$ cat config.mk
export PLATFORM = sky130hd
export DESIGN_NAME = alu_sequencer
export DESIGN_NICKNAME = d
export VERILOG_FILES = /design/src/rtl/alu_sequencer.sv
export SDC_FILE = /design/constraint.sdc
export NUM_CORES = 1
export LEC_CHECK = 0
export ABC_AREA = 0
export CAP_MARGIN = 20
export CORE_MARGIN = 10
export CORE_UTILIZATION = 50
export DETAILED_ROUTE_END_ITERATION = 16
export GPL_TIMING_DRIVEN = 0
export PLACE_DENSITY = 0.79
export SETUP_SLACK_MARGIN = 0.5
export SLEW_MARGIN = 20
export SYNTH_ARGS = -nofsm -noshare
export SYNTH_HDL_FRONTEND = slang
export SYNTH_SLANG_ARGS = --single-unit
$ cat constraint.sdc
create_clock -name clk -period 2.5 [get_ports clk]
set_clock_uncertainty 0.15 [all_clocks]
set_input_delay 0.5 -clock clk [delete_from_list [all_inputs] [get_ports clk]]
set_output_delay 0.5 -clock clk [all_outputs]
set_load 0.01 [all_outputs]
$ cat src/rtl/alu_sequencer.sv
// alu_sequencer: push-button operand/opcode loader for a combinational ALU.
// The raw button is synchronized and debounced. Each debounced press steps
// a small FSM: load A, then B, then the opcode. It then spends one cycle
// latching the ALU result, and shows it until the next press.
module alu_sequencer #(
  parameter int NB_DATA     = 4,
  parameter int NB_OP       = 6,
  parameter int DBNC_CYCLES = 1000000
) (
  input  logic               clk,
  input  logic               i_rst_n,
  input  logic               i_btn,
  input  logic               i_clear,
  input  logic [NB_OP-1:0]   i_dato,
  input  logic [NB_DATA-1:0] i_result,
  output logic [NB_DATA-1:0] o_datoA,
  output logic [NB_DATA-1:0] o_datoB,
  output logic [NB_OP-1:0]   o_op,
  output logic [NB_DATA-1:0] o_leds,
  output logic [2:0]         o_state,
  output logic               o_done
);

  typedef enum logic [2:0] {
    S_A    = 3'd0,
    S_B    = 3'd1,
    S_OP   = 3'd2,
    S_EXEC = 3'd3,
    S_SHOW = 3'd4
  } state_t;

  // The last count value before the debounced level is allowed to follow.
  localparam logic [23:0] CNT_LAST = 24'(DBNC_CYCLES - 1);

  logic        sync1_q, sync2_q;
  logic        dbnc_q, dbnc_d;
  logic [23:0] cnt_q, cnt_d;
  logic        pulse_q, pulse_d;

  state_t               state_q;
  logic [NB_DATA-1:0]   datoa_q, datob_q, leds_q;
  logic [NB_OP-1:0]     op_q;
  logic                 done_q;

  // Debounce: count the cycles the synchronized level disagrees with the
  // accepted level, and accept it once the disagreement has lasted long
  // enough. The pulse is taken from the next level (dbnc_d), not from
  // dbnc_q. This puts it in the same cycle the level flips, which keeps the
  // press-to-capture latency at one clock past the debounce window.
  always_comb begin
    dbnc_d = dbnc_q;
    cnt_d  = '0;
    if (sync2_q != dbnc_q) begin
      if (cnt_q == CNT_LAST) dbnc_d = sync2_q;
      else                   cnt_d  = cnt_q + 24'd1;
    end
    pulse_d = dbnc_d & ~dbnc_q;
  end

  // Synchronizer and debouncer state. The abort input does not touch these.
  always_ff @(posedge clk or negedge i_rst_n) begin
    if (!i_rst_n) begin
      sync1_q <= 1'b0;
      sync2_q <= 1'b0;
      dbnc_q  <= 1'b0;
      cnt_q   <= '0;
      pulse_q <= 1'b0;
    end else begin
      sync1_q <= i_btn;
      sync2_q <= sync1_q;
      dbnc_q  <= dbnc_d;
      cnt_q   <= cnt_d;
      pulse_q <= pulse_d;
    end
  end

  // Sequencer FSM with registered outputs. Abort beats a press. A press
  // that arrives during the one-cycle execute state is dropped.
  always_ff @(posedge clk or negedge i_rst_n) begin
    if (!i_rst_n) begin
      state_q <= S_A;
      datoa_q <= '0;
      datob_q <= '0;
      op_q    <= '0;
      leds_q  <= '0;
      done_q  <= 1'b0;
    end else if (i_clear) begin
      state_q <= S_A;
      datoa_q <= '0;
      datob_q <= '0;
      op_q    <= '0;
      leds_q  <= '0;
      done_q  <= 1'b0;
    end else begin
      case (state_q)
        S_A: if (pulse_q) begin
          datoa_q <= i_dato[NB_DATA-1:0];
          state_q <= S_B;
        end
        S_B: if (pulse_q) begin
          datob_q <= i_dato[NB_DATA-1:0];
          state_q <= S_OP;
        end
        S_OP: if (pulse_q) begin
          op_q    <= i_dato;
          state_q <= S_EXEC;
        end
        S_EXEC: begin
          leds_q  <= i_result;
          done_q  <= 1'b1;
          state_q <= S_SHOW;
        end
        S_SHOW: if (pulse_q) begin
          done_q  <= 1'b0;
          state_q <= S_A;
        end
        default: state_q <= S_A;
      endcase
    end
  end

  assign o_datoA = datoa_q;
  assign o_datoB = datob_q;
  assign o_op    = op_q;
  assign o_leds  = leds_q;
  assign o_state = state_q;
  assign o_done  = done_q;

endmodule

# Word-level counts from Yosys, hierarchy flattened
# Cells that the tools add are included.
classes:
  addsub: 1
  eq_ne: 10
  muxes: 23
  bitwise: 2
  reduce_logical: 12
ops:
  columns: ["cell", "count"]
  rows:
  - ["24-bit two-way mux", 2]
  - ["4-bit two-way mux", 7]
  - ["24-bit by 1-bit adder with 24-bit output (second input constant)", 1]
  - ["24-bit by 20-bit == test with 1-bit output (second input constant)", 1]
  - ["6-bit two-way mux", 3]
  - ["3-bit two-way mux", 5]
  - ["3-bit case mux with 5 select lines", 1]
  - ["3-bit != test (second input constant)", 4]
  - ["2-bit nonzero test", 5]
  - ["2-bit AND reduction", 4]
  - ["3-bit by 2-bit == test with 1-bit output (second input constant)", 2]
  - ["1-bit two-way mux", 4]
  - ["4-bit AND reduction", 1]
  - ["3-bit by 1-bit == test with 1-bit output (second input constant)", 1]
  - ["3-bit == test (second input constant)", 1]
  - ["3-bit logical NOT", 1]
  - ["3-bit nonzero test", 1]
  - ["1-bit case mux with 2 select lines", 1]
  - ["1-bit AND", 1]
  - ["1-bit != test", 1]
  - ["1-bit NOT", 1]
word_totals:
  ff_bits: 50
  in_bits: 14
  output_inout_bits: 22
  wordCells: 59

# Depth between registers and ports, before layout
logic_depth:
  depth_word: 4
  mapped_depth: 6

# Least setup slack after synthesis
# Ideal clock, no wire load.
synth_path:
  kind: "register to register"
  from: "register cnt_q[0]"
  to: "register dbnc_q"
  t_arrival_ns: 1.592
  setup_slack_ns: 0.633
  stages_incl_launch_ff: 6
  period_less_slack_ns: 1.867
  path_cell_list: "dfrtp_1 > ha_1 > and3_2 > nand3_4 > nor4_1 > mux2_2"
synth_between:
  elab_chain_len: 3
synth_rtl:
  columns: ["element", "line", "rtl"]
  rows:
  - ["start: declaration", "37", "logic [23:0] cnt_q, cnt_d;"]
  - ["start signal: assignment", "72", "cnt_q <= cnt_d;"]
  - ["24-bit by 20-bit == test with 1-bit output", "54", "if (cnt_q == CNT_LAST) dbnc_d = sync2_q;"]
  - ["1-bit two-way mux", "54", null]
  - ["1-bit two-way mux", "53", "if (sync2_q != dbnc_q) begin"]
  - ["net dbnc_d", "36", "logic dbnc_q, dbnc_d;"]
  - ["end signal: assignment", "71", "dbnc_q <= dbnc_d;"]
  - ["end: declaration", "36", null]
# The timed path passes the listed nets, and every way through them passes these cells.
# A chain may end at the register's enable or synchronous reset.

# Worst setup path in the final report
layout_path:
  from: "register cnt_q[0]"
  to: "register cnt_q[3]"
layout_between:
  elab_chain_len: 3
  word_cells_on_any_way: 4
  classes_between: "add/sub (1); eq/ne (1); mux (2)"
layout_rtl:
  columns: ["element", "line"]
  rows:
  - ["24-bit by 1-bit adder with 24-bit output / 24-bit by 20-bit == test with 1-bit output (equally long branches)", "55, 54"]
  - ["24-bit two-way mux *", "54"]
  - ["24-bit two-way mux *", "53"]
  - ["net cnt_d[3]", "37"]
# The timed path passes the listed nets; every way through them passes the cells marked *.

==> run summary <==
The layout has 342 filler cells. The tools report the number of standard-cell rows in the floorplan as 24. The most frequent standard cell in the layout excluding fill and tap cells was dfrtp_1.

STA puts the critical path data arrival time at 2010 ps. The worst setup path is launched from a flip-flop. In the final timing run, aggregate negative setup slack is 0 ps. The tools report the area of the mapped netlist as 2320 um^2. The critical path endpoint category is a flip-flop. The cell leakage power is 1.25 nW, and the met1 layer usage reported by global route is 16.1%. The global-route met2 utilization is 22.8%, and the global-route met3 utilization is 4.27%.

The logs give 309 for the placed cell count and 220 for the post-synthesis cell count. Total of buffers placed on input and output ports: 35. In this run the clock root is driven by a clkbuf_8. VDD sags by at most 0.000342 V. The number of different library cells in the post-synthesis netlist came out at 38.

The first detailed-routing pass ran for 4 iterations. The proportion of layout cells with a drive suffix above 1 works out to 14.4%. The minimum clock period after layout was 1960 ps; the top-area cell type share of the netlist area was 53.9%.

The area growth from synthesis to layout is 32.0%. Routability-driven placement finished with a final weighted congestion of 0.828. The tools report the maximum level of the CTS H-tree as 2. Origin of the critical flop-to-flop path: cnt_q[0]. In this run the power density over the cells is 478 nW/um^2. The worst setup path is of the flip-flop to flip-flop kind.

Combinational logic is responsible for 6.2% of the overall power. Clock latency on the worst-skew pair, taken at its later pin, is 300 ps. The x dimension of the die is 88.1 um, and the sequential group share of total power is 56.1%. Path category of the worst min-delay check: flip-flop to flip-flop. The internal power of the cells totals 1.16 mW. The Yosys step of the flow raised 0 warnings. After detailed routing, the number of remaining DRC violations is 0.

Summing all flip-flop and latch instances after layout gives 1250 um^2. The critical path starts at cnt_q[0]. For the number of DRC violations after detailed-routing iteration 0, the log shows 81. In this run, synthesis produced a sequential element count of 50. The run gives 3530 um as the estimated wirelength of the detail-placed design.

The required arrival time at the worst endpoint was 2540 ps. The final route contains 1840 vias. The final critical path takes up 78.5% of the cycle. The proportion of synthesized flip-flops having asynchronous set or reset works out to 100%. The run gives 5070 um as the aggregate routed wire length. In the global route stage, overall resource usage came out at 13.6%.

A synthesized cell averages 10.5 um^2. In this run the tightest slew margin relative to its limit is 68.1%. The clock network power share came out at 37.7%. The run gives 7760 um^2 as the full die area. The worst path meets setup with 538 ps of slack. The logs give 0 for the total of endpoints with negative setup slack in the final report and 5 for the total CTS buffers.

The net count of the finished layout is 291. Setup repair after global routing could not meet its margin everywhere. Most used routing layer: met2. The region available for standard cell placement spans 4410 um^2. The tools report the sequential area share after synthesis as 53.9%. Prior to clock tree synthesis, the placed netlist has a worst setup slack of 456 ps. The number of standard cells in the layout, taps in and fillers out was 329. The reported max-cap violation count was 0; the starting density of the core was 52.6%.

The register clock-pin slew on the reported worst setup and hold paths came out at 90 ps. For the total net switching power, the log shows 0.302 mW. The share of total power consumed by net switching is 20.6%. The top cell types in the final layout, fill and taps aside, are dfrtp_1 (49), clkdlybuf4s50_1 (34), nor2_1 (32). In this run the remaining antenna-violating nets after routing total 0. Number of antenna cells inserted: 0. Ranked by total cell area, the synthesized netlist is headed by dfrtp_1 (54%), mux2i_1 (6.0%), nor2_1 (5.3%).

The number of nets in the synthesized netlist is 235. The synthesized design contains 0 enable-type register cells. The run gives 0 as the initial antenna violation count.

The first global-routing pass estimated 8490 um of wire. For the area taken by multi-input logic gates, the log shows 1060 um^2. The tools report the launch point of the worst hold path as sync1_q. After detailed routing, the average wire length per cell comes to 15.4 um.

For this design the top-level I/O count stands at 36. The maximum buffer depth of the clock tree is 2. The transition time at the pin with the least slew margin was 477 ps.

The tools report the number of max-slew violations in the final report as 0. The tree built by TritonCTS fans out to 50 sinks. The run gives 0 as the final number of hold-violating endpoints. In this run the worst path has a maximum fanout of 5. The run finished with clean final reports.

The run gives 30 as the pin count of the biggest net entering global routing. The most used flip-flop cell after synthesis is dfrtp_1. TritonCTS built the clock tree. The via count of the first global-routing pass came out at 1815.

Based on the critical path, the design can be clocked at up to 510 MHz. The largest total area in the synthesized netlist belongs to dfrtp_1. Using the TritonRoute via totals, the vias-per-cell ratio works out to 5.59. For this run the aggregate overflow at the end of global routing stands at 0. In this run the vertical extent of the chip is 88.1 um.
## worst max-delay path: stages, from the launching register on
cell	delay [ps]
dfrtp_1	440
ha_4	160
and3_4	220
nand3_4	110
o41ai_4	410
buf_6	190
clkbuf_16	140
nor2_1	40
## final timing paths
check,endpoint,slack (ps),cells after the start
min,sync2_q,210,0
min reg2reg,sync2_q,210,0
min in group asynchronous,o_datoB[2],400,2
max in group asynchronous,sync1_q,1270,4
max reg2reg,cnt_q[3],540,7
max,cnt_q[3],540,7
## metal layers
layer	share of wire, %	vias to the layer above
met5	0	-
met4	1.8	0
met3	7.3	8
met2	47	44
met1	44	896
li1	-	892
## cell type report
cell class / count / area share (%)
clock inverter: 2 / 1.23
sequential: 50 / 40.9
tap: 52 / 2.12
multi-input combinational: 159 / 34.7
timing repair buffer: 49 / 16.7
buffer: 6 / 1.39
clock buffer: 6 / 2.37
inverter: 5 / 0.613
## metrics by stage
step / area [um^2] / utilization (%) / power [mW] / hold WS (ps)
finish: 3060 / 69.4 / 1.46 / 211
global route: 3060 / 69.4 / 1.52 / 221
CTS: 2980 / 67.4 / 1.47 / 218
detailed placement: 2780 / 62.9 / 0.908 / 173
global placement: 2740 / 62.0 / 0.899 / 195
floorplan: 2320 / - / 0.855 / 54.4
## cells by family after synthesis
group | synth area share, %
buf+inv | 2.48
mux | 7.01
flops | 53.9
compound gates | 6.47
fa+ha+maj | 0.539
xor+xnor | 5.66
simple gates | 23.9
## Yosys cell counts, drive strengths merged, types with 3 or more instances
cell type and instances:
nor2 34, inv 5, nand2b 3, a21oi 14, nor4 6, mux2i 14, xor2 5, or3 6
nand4 6, o21ai 6, and4 3, and3 4, nand2 12, dfrtp 50, nor3 7, xnor2 10
nand3 13, clkbuf 4
## registers in the layout, summed over array words and instances (netlist names), 3 cells and up
signal,cells
o_datoB,4
o_state,3
o_op,6
o_datoA,4
o_leds,4
cnt_q,24
## power by group through the flow
| stage | clock (mW) | sequential [mW] | combinational, mW |
|---|---|---|---|
| global route | 0.602 | 0.822 | 0.0996 |
| detailed placement | 0 | 0.835 | 0.0727 |
| floorplan | 0 | 0.834 | 0.0206 |
| CTS | 0.572 | 0.819 | 0.0799 |
| finish | 0.551 | 0.821 | 0.0909 |
| global placement | 0 | 0.835 | 0.0641 |
## timing repair
item                                    CTS  global route
gates cloned                              1             1
setup buffers                             6             3
hold endpoints to repair                  3             0
resized for setup                         5            10
pin swaps                                 2             4
endpoints found under the setup margin   23            24
hold buffers                              1             0
(Power assumes the default switching activity.)
